<file path="src/rtl/feed_controller_pkg.sv">
// Shared types and constants for the feed controller: FSM states, portion codes
// and the dispense length that each portion maps to.
package feed_controller_pkg;

    localparam int COUNT_W = 32;

    typedef enum logic [1:0] {
        ST_IDLE     = 2'd0,
        ST_DISPENSE = 2'd1,
        ST_COOLDOWN = 2'd2
    } feed_state_t;

    localparam logic [1:0] PORTION_NONE   = 2'b00;
    localparam logic [1:0] PORTION_SMALL  = 2'b01;
    localparam logic [1:0] PORTION_MEDIUM = 2'b10;
    localparam logic [1:0] PORTION_LARGE  = 2'b11;

    localparam logic [COUNT_W-1:0] DUR_SMALL  = 32'd4;
    localparam logic [COUNT_W-1:0] DUR_MEDIUM = 32'd6;
    localparam logic [COUNT_W-1:0] DUR_LARGE  = 32'd11;

    // Dispense length in seconds for a portion code; the invalid code maps to 0.
    function automatic logic [COUNT_W-1:0] portion_to_duration(input logic [1:0] portion);
        logic [COUNT_W-1:0] dur;
        case (portion)
            PORTION_SMALL:  dur = DUR_SMALL;
            PORTION_MEDIUM: dur = DUR_MEDIUM;
            PORTION_LARGE:  dur = DUR_LARGE;
            default:        dur = '0;
        endcase
        return dur;
    endfunction

endpackage

</file>
<file path="src/rtl/sec_tick.sv">
// One-second tick generator: counts 0..CLKS_PER_SEC-1 and flags the last count,
// so the tick is the cycle on which the counter wraps back to 0.
module sec_tick
    import feed_controller_pkg::*;
#(
    parameter int CLKS_PER_SEC = 50000000
) (
    input  logic clk,
    input  logic reset,
    input  logic clear,
    output logic tick
);

    localparam logic [COUNT_W-1:0] LAST_COUNT = COUNT_W'(CLKS_PER_SEC - 1);

    logic [COUNT_W-1:0] count_reg;
    logic [COUNT_W-1:0] count_next;

    always_comb begin
        count_next = count_reg + 1'b1;
        if (clear || (count_reg == LAST_COUNT)) begin
            count_next = '0;
        end
    end

    always_ff @(posedge clk or negedge reset) begin
        if (!reset) begin
            count_reg <= '0;
        end else begin
            count_reg <= count_next;
        end
    end

    // Not gated by clear so the FSM can use tick to decide clear without a loop.
    assign tick = (count_reg == LAST_COUNT);

endmodule

</file>
<file path="src/rtl/feed_controller.sv">
// Pet feeder dispense controller: accepts a portion request, runs the motor for
// the portion's length in seconds, then holds off new requests for a cooldown.
module feed_controller
    import feed_controller_pkg::*;
#(
    parameter int CLKS_PER_SEC = 50000000,
    parameter int COOLDOWN_SEC = 2
) (
    input  logic                clk,
    input  logic                reset,
    input  logic                request,
    input  logic [1:0]          portion,
    input  logic                cancel,
    output logic                feed,
    output logic [COUNT_W-1:0]  duration,
    output logic [COUNT_W-1:0]  elapsed,
    output logic                busy,
    output logic                done
);

    localparam logic [COUNT_W-1:0] COOL_LAST =
        (COOLDOWN_SEC == 0) ? '0 : COUNT_W'(COOLDOWN_SEC - 1);

    feed_state_t        state_reg, state_next;
    logic [COUNT_W-1:0] duration_reg, duration_next;
    logic [COUNT_W-1:0] elapsed_reg, elapsed_next;
    logic [COUNT_W-1:0] cool_reg, cool_next;
    logic               feed_reg, feed_next;
    logic               busy_reg, busy_next;
    logic               done_reg, done_next;
    logic               tick_clear;
    logic               tick;

    sec_tick #(
        .CLKS_PER_SEC (CLKS_PER_SEC)
    ) u_sec_tick (
        .clk   (clk),
        .reset (reset),
        .clear (tick_clear),
        .tick  (tick)
    );

    always_comb begin
        state_next    = state_reg;
        duration_next = duration_reg;
        elapsed_next  = elapsed_reg;
        cool_next     = cool_reg;
        done_next     = 1'b0;
        tick_clear    = 1'b0;

        case (state_reg)
            ST_IDLE: begin
                // Cancel in the same cycle as the request suppresses the start.
                if (request && (portion != PORTION_NONE) && !cancel) begin
                    state_next    = ST_DISPENSE;
                    duration_next = portion_to_duration(portion);
                    elapsed_next  = '0;
                    tick_clear    = 1'b1;
                end
            end

            ST_DISPENSE: begin
                if (tick) begin
                    elapsed_next = elapsed_reg + 1'b1;
                end
                if (cancel) begin
                    state_next = ST_COOLDOWN;
                    cool_next  = '0;
                    tick_clear = 1'b1;
                end else if (tick && ((elapsed_reg + 1'b1) == duration_reg)) begin
                    state_next = ST_COOLDOWN;
                    cool_next  = '0;
                    done_next  = 1'b1;
                    tick_clear = 1'b1;
                end
            end

            ST_COOLDOWN: begin
                if (COOLDOWN_SEC == 0) begin
                    state_next = ST_IDLE;
                end else if (tick) begin
                    if (cool_reg == COOL_LAST) begin
                        state_next = ST_IDLE;
                    end else begin
                        cool_next = cool_reg + 1'b1;
                    end
                end
            end

            default: begin
                state_next = ST_IDLE;
            end
        endcase

        feed_next = (state_next == ST_DISPENSE);
        busy_next = (state_next != ST_IDLE);
    end

    always_ff @(posedge clk or negedge reset) begin
        if (!reset) begin
            state_reg    <= ST_IDLE;
            duration_reg <= '0;
            elapsed_reg  <= '0;
            cool_reg     <= '0;
            feed_reg     <= 1'b0;
            busy_reg     <= 1'b0;
            done_reg     <= 1'b0;
        end else begin
            state_reg    <= state_next;
            duration_reg <= duration_next;
            elapsed_reg  <= elapsed_next;
            cool_reg     <= cool_next;
            feed_reg     <= feed_next;
            busy_reg     <= busy_next;
            done_reg     <= done_next;
        end
    end

    assign feed     = feed_reg;
    assign duration = duration_reg;
    assign elapsed  = elapsed_reg;
    assign busy     = busy_reg;
    assign done     = done_reg;

endmodule

</file>
<file path="config.mk">
export PLATFORM = sky130hd
export DESIGN_NAME = feed_controller
export DESIGN_NICKNAME = d
export VERILOG_FILES = /design/src/rtl/feed_controller_pkg.sv /design/src/rtl/sec_tick.sv /design/src/rtl/feed_controller.sv
export SDC_FILE = /design/constraint.sdc
export NUM_CORES = 1
export LEC_CHECK = 0
export CAP_MARGIN = 20
export CORE_ASPECT_RATIO = 1.2
export CORE_UTILIZATION = 60
export DETAILED_ROUTE_END_ITERATION = 10
export PLACE_DENSITY = 0.84
export SLEW_MARGIN = 15
export SYNTH_ARGS = -nofsm -noshare
export SYNTH_HDL_FRONTEND = slang
export SYNTH_HIERARCHICAL = 1
export SYNTH_SLANG_ARGS = --single-unit
</file>
<file path="constraint.sdc">
create_clock -name clk -period 5 [get_ports clk]
set_clock_uncertainty 0.05 [all_clocks]
set_input_delay 1 -clock clk [delete_from_list [all_inputs] [get_ports clk]]
set_output_delay 1 -clock clk [all_outputs]
set_load 0.02 [all_outputs]
</file>
==> impl_metrics.toml, run 1 <==
[sta]
final.setup.worst_slack_ns = 0.633
tightestPinTransition_ns = 1.02
fmax_ghz = 0.229
final-hold-violation-count = 0
slew_headroom = 0.319
final.min_clock_period_ns = 4.37
fin_tns_setup_ns = 0
rsz0062_at_grt = "false"
slew_violations = 0
setup_viol = 0
fin_crit_sh = 0.873

[power]
p_switching_mw = 0.515
p_per_area_mw_per_mm2 = 248
power.share.switching = 0.286
p_leak_nw = 3.04
combPwrFrac = 0.104
clkPwrFrac = 0.375
power.internal_mw = 1.29
max-vdd-ir-drop_mv = 0.160
p_seq_frac = 0.520

[yosys]
synth_most_common_cell = "dfrtp_1"
yosysTopAreaCell = "dfrtp_1"
synth_edf_count = 0
synthCells = 782
synth_area_leaders = "dfrtp_1 39%, o21ai_0 5.0%, nand2_1 3.8%"
synthArstFlopShare = 1.00
synth_warnings = 6
synth_ff_type = "dfrtp_1"
synthAdderAreaFrac = 0.0131
synth_top_cell_area_share = 0.390
synth_area_mm2 = 0.00667
synth_seq_cells = 104
synth_seq_area_share = 0.390
synthMuxAreaShare = 0.00469
synth_compound_area_frac = 0.203
synth-xor-area-share = 0.0473
synth.distinct_cells = 66
synth_top_family_by_area = "simple AND/OR/NAND/NOR gates"
synthTopCellsByCount = "104 x dfrtp_1, 67 x nand2_1, 67 x o21ai_0"
synth-simple-area-share = 0.265
avgSynthCellArea_um2 = 8.52

[cts]
hold_buffers = 0
insertion_delay_ns = 0.35
clockBufferDepth = 2
cts.sinks = 104
cts_root_buf = "clkbuf_16"
cts_buffers = 9
cts_setup_buffers = 0
htree_levels = 3
cts_tree = "yes"
cts_resized = 0
clk_pin_slew_ns = 0.08

[routing]
wl_per_cell_um = 17.9
dr.first_iter.drc_count = 512
wl_um = 16600
vias = 6128
ant_nets = 0
drtPass1Iterations = 7
post-route-drc-count = 0
viasPerCell = 6.62

[die]
ios = 73
die_area_mm2 = 0.0115
core_mm2 = 0.0107
row_count = 41
initial_core_util = 0.625
fp.dieH_um = 117
fp.dieW_um = 98.2

[global_routing]
grt_usage = 0.296
first_global_vias = 5797
grt_pass1_wl_um = 28000
antenna_found_initial = 0
grt_overflow = 0
grt_max_degree = 66

[finish]
fin_util = 0.681
diodes = 0
drive_above_1_share = 0.0615
stdcell_count = 926
nets = 805
synthToLayoutAreaGrowth_pct = 8.97

[placed_design]
hpwl_um = 11100
port_buffers = 44
pre_cts_ws_ns = 0.685
dp_cells = 910
routabilityCongestion = 0.924

[setup_path]
crit_type = "reg2reg"
worstSetupEndpointType = "flop"
worstPathRequired_ns = 5.17
critPathMaxFanout = 27
cp.arrival_ns = 4.54
start_kind = "flop"

[hold_path]
hold_class = "reg2reg"

[flow_run]
drv_cap = 0

[status]
outcome = "completed"
layout by cell type, fill, tap and decap left out, types with 7 or more instances in the layout:
cell type	synthesis	routed
o31ai_1	14	14
a21o_1	14	14
buf_4	30	9
a21oi_1	46	46
nor2_1	58	58
ha_1	7	7
xnor2_1	22	22
dfrtp_1	104	104
and4_1	12	12
a31o_2	8	8
nor3_1	16	16
o21ai_0	67	67
nand3_1	47	47
clkdlybuf4s50_1	0	43
clkbuf_16	0	9
conb_1	1	28
a31oi_1	22	22
or4_1	13	13
inv_1	15	15
nand4_1	33	33
nand2_1	67	67
or3_1	13	13
xor2_1	14	14
o21a_1	7	7
and3_1	18	18
nor4_1	20	20
worst max-delay path: stages (launching register included):
cell and delay (ns):
dfrtp_1 0.41, ha_1 0.26, and4_1 0.31, nand3_1 0.17, nor4_1 0.70, nand3_1 0.14
nor3_1 0.30, nand4_1 0.18, or2_4 0.31, o311ai_4 0.20, buf_4 0.32, a21o_1 0.27
inv_1 0.11, o41ai_4 0.06, buf_4 0.35, nor2_1 0.10
cell type report:
type | count | area [µm²]
Clock buffer | 9 | 225
Clock inverter | 7 | 55.1
Fill cell | 874 | 3410
Inverter | 15 | 56.3
Multi-Input combinational cell | 610 | 3660
Sequential cell | 104 | 2600
Tap cell | 129 | 161
Timing Repair Buffer | 52 | 498
power groups by stage:
stage / clock network (mW) / logic (mW) / registers [mW]
finish: 0.676 / 0.188 / 0.937
floorplan: 0 / 0.155 / 0.932
detailed placement: 0 / 0.184 / 0.950
global placement: 0 / 0.178 / 0.947
CTS: 0.680 / 0.187 / 0.934
global route: 0.717 / 0.209 / 0.941
through the flow:
| step | cell area [µm²] | hold slack (ns) | power [mW] |
|---|---|---|---|
| final | 7260 | 0.465 | 1.80 |
| after global routing | 7260 | 0.491 | 1.87 |
| after CTS | 7260 | 0.468 | 1.80 |
| after detailed placement | 6980 | 0.457 | 1.13 |
| after global placement | 6980 | 0.432 | 1.12 |
| after floorplan | 6770 | 0.405 | 1.09 |
worst paths after layout:
| check | start | to | slack [ns] | cells after the start |
|---|---|---|---|---|
| min in group asynchronous | reset | u_sec_tick/count_reg[23] | 0.69 | 1 |
| worst max-delay path | u_sec_tick/count_reg[0] | u_sec_tick/count_reg[3] | 0.63 | 15 |
| max in group asynchronous | reset | elapsed[20] | 3.18 | 2 |
| worst min-delay path | u_sec_tick/count_reg[0] | u_sec_tick/count_reg[0] | 0.47 | 1 |
| worst min register to register | u_sec_tick/count_reg[0] | u_sec_tick/count_reg[0] | 0.47 | 1 |
| worst max register to register | u_sec_tick/count_reg[0] | u_sec_tick/count_reg[3] | 0.63 | 15 |
cells by family after synthesis:
group                    after synthesis
flip-flops                           104
AO/OA/AOI/OAI                        211
AND/OR/NAND/NOR                      325
multiplexers                           3
adder cells (fa/ha/maj)                7
buffers and inverters                 95
XOR/XNOR                              36
other                                  1
per-layer routing:
layer	GRT usage	routed length (µm)	vias up
li1	-	-	2867
met4	0.130	463	0
met1	0.380	6850	2955
met2	0.496	8360	261
met3	0.0428	905	45
met5	0	0	-
No activity file was read; power rests on OpenSTA's default activity.
==> run 2, diff against run 1 <==
--- a/config.mk
+++ b/config.mk
@@ -15,3 +15,4 @@
 export SYNTH_HDL_FRONTEND = slang
 export SYNTH_HIERARCHICAL = 1
 export SYNTH_SLANG_ARGS = --single-unit
+export TNS_END_PERCENT = 5
==> results of run 2 <==
Final layout, timing and power as in run 1 (identical DEF).
